[config.mk]
export PLATFORM = sky130hd
export DESIGN_NAME = ula_controle
export DESIGN_NICKNAME = d
export VERILOG_FILES = /design/src/rtl/ula_controle.sv
export SDC_FILE = /design/constraint.sdc
export NUM_CORES = 1
export LEC_CHECK = 0
export ABC_CLOCK_PERIOD_IN_PS = 6900
export BUFFER_PORTS_ARGS = -buffer_cell sky130_fd_sc_hd__buf_2
export CORE_ASPECT_RATIO = 0.7
export CORE_MARGIN = 1
export CORE_UTILIZATION = 50
export CTS_BUF_LIST = sky130_fd_sc_hd__clkbuf_16
export CTS_CLUSTER_SIZE = 40
export DETAILED_ROUTE_END_ITERATION = 6
export PLACE_DENSITY_LB_ADDON = 0.25
export SETUP_SLACK_MARGIN = 0.3
export SYNTH_ARGS = -nofsm -noshare
export SYNTH_HDL_FRONTEND = slang
export SYNTH_SLANG_ARGS = --single-unit
[constraint.sdc]
create_clock -name clk -period 6.9 [get_ports clk]
set_clock_uncertainty 0.1 [all_clocks]
set_input_delay 0 -clock clk [delete_from_list [all_inputs] [get_ports clk]]
set_output_delay 0 -clock clk [all_outputs]
set_load 0.03 [all_outputs]
[src/rtl/ula_controle.sv]
`default_nettype none
// ============================================================================
// Module      : ula_controle
// Description : Multi-cycle driver/decoder for a registered ULA. Accepts an
//               ALUOp/funct request and two operands over valid/ready,
//               decodes the 4-bit ULA op code, drives the ULA for one
//               registered cycle, captures result + zero/erro/ovf flags and
//               presents them over a second valid/ready handshake.
//               Optional feature macro: ULA_CTRL_OVF_EN (signed overflow flag;
//               when undefined ovf is tied to 0).
// Revision    : 1.0 - initial release
// ============================================================================
module ula_controle (
    input  logic        clk,
    input  logic        rst,
    input  logic        in_valid,
    output logic        in_ready,
    input  logic [0:1]  aluop,
    input  logic [0:5]  funct,
    input  logic [0:31] op_a,
    input  logic [0:31] op_b,
    output logic [0:3]  inputULA,
    output logic [0:31] a,
    output logic [0:31] b,
    input  logic [0:31] outputULA,
    output logic        out_valid,
    input  logic        out_ready,
    output logic [0:31] resultado,
    output logic        zero,
    output logic        erro,
    output logic        ovf
);

    typedef enum logic [1:0] {
        S_IDLE = 2'd0,
        S_EXEC = 2'd1,
        S_CAPT = 2'd2,
        S_DONE = 2'd3
    } state_t;

    localparam logic [0:3] c_op_and = 4'b0000;
    localparam logic [0:3] c_op_or  = 4'b0001;
    localparam logic [0:3] c_op_add = 4'b0010;
    localparam logic [0:3] c_op_sub = 4'b0110;
    localparam logic [0:3] c_op_slt = 4'b0111;

    state_t       state_q, state_d;
    logic [0:3]   code_q, code_d;
    logic [0:31]  a_q, a_d;
    logic [0:31]  b_q, b_d;
    logic [0:31]  res_q, res_d;
    logic         zero_q, zero_d;
    logic         erro_q, erro_d;
    logic         ovf_q, ovf_d;
    logic         out_valid_q, out_valid_d;

    logic [0:3]   w_dec_code;
    logic         w_dec_err;
    logic         w_ovf;

    // Decode ALUOp/funct into the ULA op code, flagging unsupported combinations
    always_comb begin
        w_dec_code = c_op_and;
        w_dec_err  = 1'b0;
        case (aluop)
            2'b00: w_dec_code = c_op_add;
            2'b01: w_dec_code = c_op_sub;
            2'b10: begin
                case (funct)
                    6'b100000: w_dec_code = c_op_add;
                    6'b100010: w_dec_code = c_op_sub;
                    6'b100100: w_dec_code = c_op_and;
                    6'b100101: w_dec_code = c_op_or;
                    6'b101010: w_dec_code = c_op_slt;
                    default:   w_dec_err  = 1'b1;
                endcase
            end
            default: w_dec_err = 1'b1;
        endcase
    end

`ifdef ULA_CTRL_OVF_EN
    // Signed overflow from operand/result sign bits (bit 0 is the MSB)
    always_comb begin
        w_ovf = 1'b0;
        if (code_q == c_op_add) begin
            w_ovf = (a_q[0] == b_q[0]) && (outputULA[0] != a_q[0]);
        end else if (code_q == c_op_sub) begin
            w_ovf = (a_q[0] != b_q[0]) && (outputULA[0] != a_q[0]);
        end
    end
`else
    assign w_ovf = 1'b0;
`endif

    // Next-state and next-output computation; everything not touched holds
    always_comb begin
        state_d     = state_q;
        code_d      = code_q;
        a_d         = a_q;
        b_d         = b_q;
        res_d       = res_q;
        zero_d      = zero_q;
        erro_d      = erro_q;
        ovf_d       = ovf_q;
        out_valid_d = out_valid_q;
        case (state_q)
            S_IDLE: begin
                if (in_valid) begin
                    if (w_dec_err) begin
                        // No ULA cycle: the ULA-facing registers keep their last values
                        res_d       = '0;
                        zero_d      = 1'b0;
                        erro_d      = 1'b1;
                        ovf_d       = 1'b0;
                        out_valid_d = 1'b1;
                        state_d     = S_DONE;
                    end else begin
                        a_d     = op_a;
                        b_d     = op_b;
                        code_d  = w_dec_code;
                        state_d = S_EXEC;
                    end
                end
            end
            S_EXEC: begin
                state_d = S_CAPT;
            end
            S_CAPT: begin
                // outputULA now holds the result registered at the previous edge
                res_d       = outputULA;
                zero_d      = (outputULA == '0);
                erro_d      = 1'b0;
                ovf_d       = w_ovf;
                out_valid_d = 1'b1;
                state_d     = S_DONE;
            end
            S_DONE: begin
                if (out_ready) begin
                    out_valid_d = 1'b0;
                    state_d     = S_IDLE;
                end
            end
            default: begin
                state_d = S_IDLE;
            end
        endcase
    end

    // State and registered outputs, cleared immediately on reset
    always_ff @(posedge clk or posedge rst) begin
        if (rst) begin
            state_q     <= S_IDLE;
            code_q      <= '0;
            a_q         <= '0;
            b_q         <= '0;
            res_q       <= '0;
            zero_q      <= 1'b0;
            erro_q      <= 1'b0;
            ovf_q       <= 1'b0;
            out_valid_q <= 1'b0;
        end else begin
            state_q     <= state_d;
            code_q      <= code_d;
            a_q         <= a_d;
            b_q         <= b_d;
            res_q       <= res_d;
            zero_q      <= zero_d;
            erro_q      <= erro_d;
            ovf_q       <= ovf_d;
            out_valid_q <= out_valid_d;
        end
    end

    assign in_ready  = (state_q == S_IDLE);
    assign inputULA  = code_q;
    assign a         = a_q;
    assign b         = b_q;
    assign resultado = res_q;
    assign zero      = zero_q;
    assign erro      = erro_q;
    assign ovf       = ovf_q;
    assign out_valid = out_valid_q;

endmodule

`default_nettype wire

==> metrics.txt, run 1 <==
# TYPE chip_impl_metric gauge
chip_impl_metric{name="synth_edf_count",unit=""} 0
chip_impl_metric{name="grt_util_met1",unit="%"} 30.2
chip_impl_metric{name="synthToLayoutAreaGrowth",unit="%"} 52.0
chip_impl_metric{name="numCtsBuffers",unit=""} 9
chip_impl_metric{name="drt_first_pass_iters",unit=""} 4
chip_impl_metric{name="multi_input_comb_area",unit="um^2"} 1680
chip_impl_metric{name="clock_path_buffers",unit=""} 2
chip_impl_metric{name="core",unit="um^2"} 8650
chip_impl_metric{name="yosys.area.top_type_share",unit="%"} 56.8
chip_impl_info{name="timing.critical_path.cells",value="inv_1 > ha_1 > nand2_1 > nor2_4 > buf_4 > mux2_2"} 1
chip_impl_metric{name="synth_cell_type_count",unit=""} 33
chip_impl_metric{name="wire_length_of_the_first_global_routing_pass",unit="um"} 18600
chip_impl_metric{name="sequential_cell_area_fraction_in_the_yosys_report",unit="%"} 56.8
chip_impl_metric{name="register_area",unit="um^2"} 2600
chip_impl_metric{name="core.rowCount",unit=""} 28
chip_impl_metric{name="die_w",unit="um"} 116
chip_impl_metric{name="fin_area",unit="um^2"} 6970
chip_impl_metric{name="ioPinCount",unit=""} 213
chip_impl_metric{name="clock_sinks",unit=""} 104
chip_impl_metric{name="hold_path_depth",unit=""} 3
chip_impl_metric{name="wire_per_inst",unit="um"} 16.0
chip_impl_metric{name="synth-seq-cells",unit=""} 104
chip_impl_metric{name="dr.first_iter.drc_count",unit=""} 153
chip_impl_info{name="slowest_stage",value="nor2_4"} 1
chip_impl_metric{name="tightestPinTransition",unit="ns"} 1.13
chip_impl_info{name="yosysTopAreaCell",value="dfrtp_1"} 1
chip_impl_metric{name="timing.final.setup_violations",unit=""} 0
chip_impl_metric{name="starting_density",unit="%"} 53.0
chip_impl_info{name="synth_top_flop_cell",value="dfrtp_1"} 1
chip_impl_metric{name="ctsHtreeMaxLevel",unit=""} 3
chip_impl_metric{name="pwr_density_cell",unit="nW/um^2"} 437
chip_impl_metric{name="routed_vias",unit=""} 3759
chip_impl_metric{name="post-layout-total-power",unit="mW"} 3.04
chip_impl_metric{name="fraction_of_registers_with_async_set_reset",unit="%"} 100
chip_impl_info{name="critical-path-top-delay-family",value="simple AND/OR/NAND/NOR gates"} 1
chip_impl_metric{name="maxClockFrequency",unit="MHz"} 308
chip_impl_metric{name="drive_above_1_share",unit="%"} 46.5
chip_impl_info{name="critPathLaunch",value="state_q[0]"} 1
chip_impl_metric{name="pre_cts_ws",unit="ns"} 3.69
chip_impl_metric{name="crit_required",unit="ns"} 7.02
chip_impl_metric{name="ir_worst_vdd",unit="uV"} 311
chip_impl_metric{name="hold_violations",unit=""} 0
chip_impl_metric{name="grt_antenna_before_repair",unit=""} 0
chip_impl_metric{name="synth.yosys.warnings",unit=""} 0
chip_impl_metric{name="reg_to_reg_slack_setup",unit="ns"} 3.65
chip_impl_info{name="grt_busiest_layer",value="met2"} 1
chip_impl_info{name="grt_setup_unrepaired",value="no"} 1
chip_impl_metric{name="globalRoute.totalOverflow",unit=""} 0
chip_impl_metric{name="antenna-diode-count",unit=""} 0
chip_impl_metric{name="globalRouteTotalUtil",unit="%"} 26.0
chip_impl_metric{name="grt.met2_usage",unit="%"} 47.0
chip_impl_info{name="hp_start",value="in_valid"} 1
chip_impl_metric{name="drt.antenna.violating_nets",unit=""} 0
chip_impl_metric{name="final-max-slew-violation-count",unit=""} 0
chip_impl_metric{name="worstRegToRegCells",unit=""} 6
chip_impl_metric{name="timing.critical_path.slowest_cell_delay",unit="ns"} 0.89
chip_impl_metric{name="fillCellCount",unit=""} 514
chip_impl_metric{name="floorplan.die.height",unit="um"} 82.1
chip_impl_metric{name="post-dp-hpwl",unit="um"} 7480
chip_impl_info{name="critical_path_capture_point_type",value="flip-flop"} 1
chip_impl_metric{name="finalSetupTns",unit="ns"} 0
chip_impl_metric{name="power.static_leakage",unit="nW"} 3.49
chip_impl_info{name="cts_root_buf",value="clkbuf_16"} 1
chip_impl_info{name="r2r_end",value="a[6]"} 1
chip_impl_info{name="end_point_of_the_worst_hold_path",value="state_q[1]"} 1
chip_impl_metric{name="slew-limit-headroom",unit="%"} 24.7
chip_impl_metric{name="worst_skew_pair.late_latency",unit="ns"} 0.33
chip_impl_metric{name="area_post_placement",unit="um^2"} 5670
chip_impl_metric{name="drt_drc_violations_left",unit=""} 0
chip_impl_metric{name="crit_path_arrival_time",unit="ns"} 3.37
chip_impl_metric{name="final_critical_path_setup_slack",unit="ns"} 3.65
chip_impl_info{name="post_synth_main_area_contributors",value="dfrtp_1 57%, mux2_4 13%, mux2_2 7.4%"} 1
chip_impl_metric{name="final_net_count",unit=""} 759
chip_impl_info{name="worst_r2r_startpoint",value="state_q[0]"} 1
chip_impl_metric{name="place.gp.congestion",unit=""} 0.873
chip_impl_metric{name="grt_max_degree",unit=""} 73
chip_impl_info{name="worst_hold_path_type",value="in2reg"} 1
chip_impl_metric{name="final_period_minus_worst_setup_slack",unit="ns"} 3.25
chip_impl_metric{name="clk_pin_slew",unit="ns"} 0.07
chip_impl_info{name="path_class",value="reg2reg"} 1
chip_impl_metric{name="overall_die_area",unit="um^2"} 9560
chip_impl_info{name="run_status",value="finished, final reports clean"} 1
chip_impl_metric{name="detail_route.vias_per_cell",unit=""} 4.87
chip_impl_metric{name="syn-cell-area",unit="um^2"} 4580
chip_impl_metric{name="syn_area_per_cell",unit="um^2"} 13.7
chip_impl_metric{name="timing.max_cap.violations",unit=""} 0
chip_impl_metric{name="first_global_vias",unit=""} 3809
chip_impl_metric{name="use_met3",unit="%"} 7.15
chip_impl_metric{name="worst-path-max-fanout",unit=""} 37
chip_impl_metric{name="final.period_utilization",unit="%"} 47.1
chip_impl_info{name="worst_setup_path_start_kind",value="flip-flop"} 1
chip_impl_metric{name="worstPathBufferInverterCount",unit=""} 2
chip_impl_metric{name="synthesis.instances",unit=""} 335
chip_impl_metric{name="postRouteWirelength",unit="um"} 12400
chip_impl_info{name="cts_tree",value="done"} 1
chip_impl_metric{name="portBuffers",unit=""} 210
flip-flops by register name, indices dropped and copies added (netlist names):
name / count
state_q: 2
resultado: 32
a: 32
b: 32
out_valid: 1
erro: 1
zero: 1
inputULA: 3
cell families after synthesis:
| group | synth area share (%) |
|---|---|
| multiplexers | 27.5 |
| other | 0.0818 |
| flip-flops | 56.8 |
| adder cells (fa/ha/maj) | 1.09 |
| AND/OR/NAND/NOR | 5.81 |
| buffers and inverters | 6.74 |
| AO/OA/AOI/OAI | 2.05 |
tightest hold or removal path, cell delays in order:
cell and delay [ns]:
buf_2 0.09, o22ai_1 0.12, a22oi_1 0.20
how the worst max path moves through the flow:
stage | to | slack (ns) | depth (start not counted)
floorplan | a[0] | 4.07 | 1
global placement | a[6] | 3.80 | 6
detailed placement | a[6] | 3.69 | 6
CTS | a[6] | 3.70 | 6
global route | a[6] | 3.45 | 6
finish | a[6] | 3.65 | 6
per-layer routing:
metal	wire [um]	vias up
li1	-	1754
met1	5000	1821
met2	6230	165
met3	932	19
met4	225	0
met5	0	-
synth_stat cells (2+ instances only):
master	instances
nor2_1	3
inv_1	39
o41ai_1	2
nand4_1	3
mux2_4	40
o21ai_0	3
clkbuf_1	4
mux2i_1	32
dfrtp_1	104
nand2_1	36
buf_4	7
mux2_2	30
ha_1	4
buf_12	4
nor4_1	6
per-stage QoR:
stage               util, %  cells  hold slack [ns]
floorplan                 -    336           0.0311
global placement       65.5    654          -0.0799
detailed placement     65.5    654          -0.0774
CTS                    80.6    772          0.00305
global route           80.6    772           0.0435
finish                 80.6    772           0.0237
layout by cell type, fill, tap and decap left out, types with 4 or more instances in the layout:
cell type        n
buf_2          210
buf_4            4
dlygate4sd3_1  102
inv_1           38
clkbuf_16        9
nand2_1         36
mux2_2          30
nor4_1           6
mux2_4          40
ha_1             4
dfrtp_1        104
mux2i_1         32
power breakdown:
part	switching, mW	internal, mW	leakage, nW
clock	0.228	0.248	0.134
combinational	0.944	0.607	2.07
sequential	0.146	0.870	1.29
repair_timing:
action | 4_1_cts | 5_1_grt
buffers inserted | 0 | 0
endpoints found under the hold margin | 131 | 0
hold buffers | 102 | 0
resized for setup | 0 | 0
cell type report:
cell class / instances / area share [%]
Timing Repair Buffer: 316 / 30.2
Multi-Input combinational cell: 177 / 24.2
Clock inverter: 7 / 0.826
Inverter: 39 / 2.14
Sequential cell: 104 / 37.3
Tap cell: 120 / 2.15
Clock buffer: 9 / 3.23
Power figures use the tool's default switching activity.
==> run 2, diff against run 1 <==
- ABC_CLOCK_PERIOD_IN_PS: 6900 -> 2800
- CORE_UTILIZATION: 50 -> 42
- clock period: 6.9 -> 2.8 ns (I/O delays scaled with it)
==> metrics.txt, run 2 (same netlist as run 1, synthesis figures left out) <==
# TYPE chip_impl_metric gauge
chip_impl_info{name="run_status",value="finished, final reports clean"} 1
chip_impl_info{name="grt_setup_unrepaired",value="no"} 1
chip_impl_info{name="cts_tree",value="done"} 1
chip_impl_metric{name="drt_first_pass_iters",unit=""} 4
chip_impl_metric{name="grt_antenna_before_repair",unit=""} 0
chip_impl_info{name="path_class",value="reg2reg"} 1
chip_impl_metric{name="crit_path_arrival_time",unit="ns"} 2.46
chip_impl_info{name="critical-path-top-delay-family",value="buffers and inverters"} 1
chip_impl_metric{name="drive_above_1_share",unit="%"} 46.6
chip_impl_metric{name="floorplan.die.height",unit="um"} 89.4
chip_impl_metric{name="numCtsBuffers",unit=""} 9
chip_impl_metric{name="area_post_placement",unit="um^2"} 5750
chip_impl_metric{name="fillCellCount",unit=""} 762
chip_impl_metric{name="die_w",unit="um"} 127
chip_impl_metric{name="wire_length_of_the_first_global_routing_pass",unit="um"} 19100
chip_impl_metric{name="pwr-share-comb",unit="%"} 51.0
chip_impl_metric{name="final-max-slew-violation-count",unit=""} 0
chip_impl_metric{name="post-layout-total-power",unit="mW"} 7.62
chip_impl_metric{name="finalSetupTns",unit="ns"} 0
chip_impl_metric{name="drt_drc_violations_left",unit=""} 0
chip_impl_metric{name="hold_violations",unit=""} 0
chip_impl_metric{name="final_period_minus_worst_setup_slack",unit="ns"} 2.34
chip_impl_metric{name="place.gp.congestion",unit=""} 0.775
chip_impl_metric{name="postRouteWirelength",unit="um"} 12500
chip_impl_metric{name="routed_vias",unit=""} 3786
chip_impl_metric{name="fin_area",unit="um^2"} 7070
chip_impl_metric{name="final_core_utilization",unit="%"} 67.5
chip_impl_metric{name="starting_density",unit="%"} 43.8
chip_impl_metric{name="power_report.internal_total",unit="mW"} 4.38
chip_impl_metric{name="crit_required",unit="ns"} 2.92
chip_impl_metric{name="drt.antenna.violating_nets",unit=""} 0
chip_impl_metric{name="ir_worst_vdd",unit="uV"} 552
chip_impl_metric{name="slew-limit-headroom",unit="%"} 56.6
chip_impl_metric{name="post-dp-hpwl",unit="um"} 7820
chip_impl_metric{name="post_cts_resize_count",unit=""} 0
chip_impl_metric{name="seq_power_share",unit="%"} 32.7
chip_impl_info{name="timing.critical_path.cells",value="inv_1 > ha_1 > nand2_1 > nor2_4 > buf_4 > mux2_2"} 1
chip_impl_metric{name="clk_pin_slew",unit="ns"} 0.07
chip_impl_metric{name="timing.final.setup_violations",unit=""} 0
chip_impl_info{name="cts_root_buf",value="clkbuf_16"} 1
chip_impl_metric{name="globalRouteTotalUtil",unit="%"} 22.0
chip_impl_metric{name="worst-path-max-fanout",unit=""} 28
chip_impl_metric{name="pwr_density_cell",unit="nW/um^2"} 1080
chip_impl_info{name="critical_path_capture_point_type",value="flip-flop"} 1
chip_impl_info{name="worst_hold_path_type",value="in2reg"} 1
chip_impl_info{name="slowest_stage",value="buf_4"} 1
chip_impl_metric{name="reg_to_reg_slack_setup",unit="ns"} 0.46
chip_impl_metric{name="worstPathBufferInverterCount",unit=""} 2
chip_impl_metric{name="clock_sinks",unit=""} 104
chip_impl_metric{name="maxClockFrequency",unit="MHz"} 428
chip_impl_metric{name="register_area",unit="um^2"} 2600
chip_impl_metric{name="core.rowCount",unit=""} 31
chip_impl_metric{name="clock_path_buffers",unit=""} 2
chip_impl_metric{name="timing.critical_path.slowest_cell_delay",unit="ns"} 0.42
chip_impl_metric{name="ioPinCount",unit=""} 213
chip_impl_metric{name="power.static_leakage",unit="nW"} 3.53
chip_impl_metric{name="synthToLayoutAreaGrowth",unit="%"} 54.2
chip_impl_metric{name="clkPwrFrac",unit="%"} 16.3
chip_impl_metric{name="ctsHtreeMaxLevel",unit=""} 3
chip_impl_metric{name="tightestPinTransition",unit="ns"} 0.651
chip_impl_metric{name="switching_share",unit="%"} 42.6
chip_impl_info{name="final_cell_mix",value="210 x buf_2, 104 x dfrtp_1, 102 x dlygate4sd3_1"} 1
chip_impl_metric{name="portBuffers",unit=""} 210
chip_impl_metric{name="final_net_count",unit=""} 763
chip_impl_metric{name="detail_route.vias_per_cell",unit=""} 4.80
chip_impl_info{name="worst_setup_path_start_kind",value="flip-flop"} 1
chip_impl_metric{name="timing.max_cap.violations",unit=""} 0
chip_impl_metric{name="worst_skew_pair.late_latency",unit="ns"} 0.34
chip_impl_info{name="layout_commonest_cell",value="buf_2"} 1
chip_impl_metric{name="overall_die_area",unit="um^2"} 11300
chip_impl_metric{name="grt_max_degree",unit=""} 49
chip_impl_metric{name="first_global_vias",unit=""} 3811
chip_impl_metric{name="multi_input_comb_area",unit="um^2"} 1680
chip_impl_metric{name="final.period_utilization",unit="%"} 83.5
chip_impl_metric{name="antenna-diode-count",unit=""} 0
chip_impl_metric{name="wire_per_inst",unit="um"} 15.8
chip_impl_metric{name="p_sw",unit="mW"} 3.25
chip_impl_metric{name="core",unit="um^2"} 10500
chip_impl_metric{name="globalRoute.totalOverflow",unit=""} 0
chip_impl_metric{name="dr.first_iter.drc_count",unit=""} 144
run 2: cell types whose count changed in the layout (fill, tap and decap cells not counted):
cell and delta:
buf_12 +3, clkinv_4 -2, inv_4 -1, inv_1 +1, inv_6 +1, buf_4 +1, clkinvlp_4 +1, inv_8 -1
bufinv_16 +1
run 2: what timing repair did:
item                                   CTS  global route
endpoints found under the hold margin  122             0
hold buffers                           102             0
buffers inserted                         0             0
run 2: through the flow:
| stage | setup WS (ns) | cells | hold slack, ns |
|---|---|---|---|
| after floorplan | 0.696 | 336 | 0.0311 |
| after global placement | 0.627 | 670 | -0.0232 |
| after detailed placement | 0.486 | 670 | -0.0233 |
| after CTS | 0.467 | 788 | 0.0140 |
| after global routing | 0.319 | 788 | 0.0609 |
| final | 0.461 | 788 | 0.0188 |
run 2: routing by layer:
metal	vias up	wire, um	global-route usage, %
met5	-	0	0
met4	0	133	6.60
met3	15	773	5.92
met2	150	6430	40.0
met1	1857	5140	26.1
li1	1764	-	-
run 2: cell type report:
| type | instances | area share (%) |
|---|---|---|
| inverter | 39 | 2.12 |
| timing repair buffer | 320 | 30.7 |
| multi-input combinational | 177 | 23.8 |
| clock inverter | 7 | 1.01 |
| clock buffer | 9 | 3.19 |
| sequential | 104 | 36.8 |
| tap | 132 | 2.34 |
run 2: tightest hold or removal path, stage by stage:
cell and delay (ns):
buf_2 0.09, o22ai_1 0.13, nand2_1 0.09, o21ai_0 0.09
run 2: final timing paths:
| check | start | endpoint | cells past startpoint |
|---|---|---|---|
| min in group asynchronous | rst | b[3] | 3 |
| hold reg to reg | inputULA[2] | inputULA[2] | 1 |
| setup reg to reg | state_q[1] | a[15] | 6 |
| hold / removal | in_valid | state_q[0] | 4 |
| setup / recovery | state_q[1] | a[15] | 6 |
| max in group asynchronous | rst | resultado[24] | 4 |
run 2: power groups by stage:
| stage | logic (mW) | registers (mW) | clock network, mW |
|---|---|---|---|
| 2_1_floorplan | 1.48 | 3.72 | 0 |
| 4_1_cts | 3.88 | 2.48 | 1.28 |
| 5_1_grt | 4.11 | 2.57 | 1.34 |
| 6_report | 3.89 | 2.49 | 1.25 |
| 3_5_place_dp | 3.76 | 2.50 | 0 |
| 3_3_place_gp | 3.69 | 2.47 | 0 |
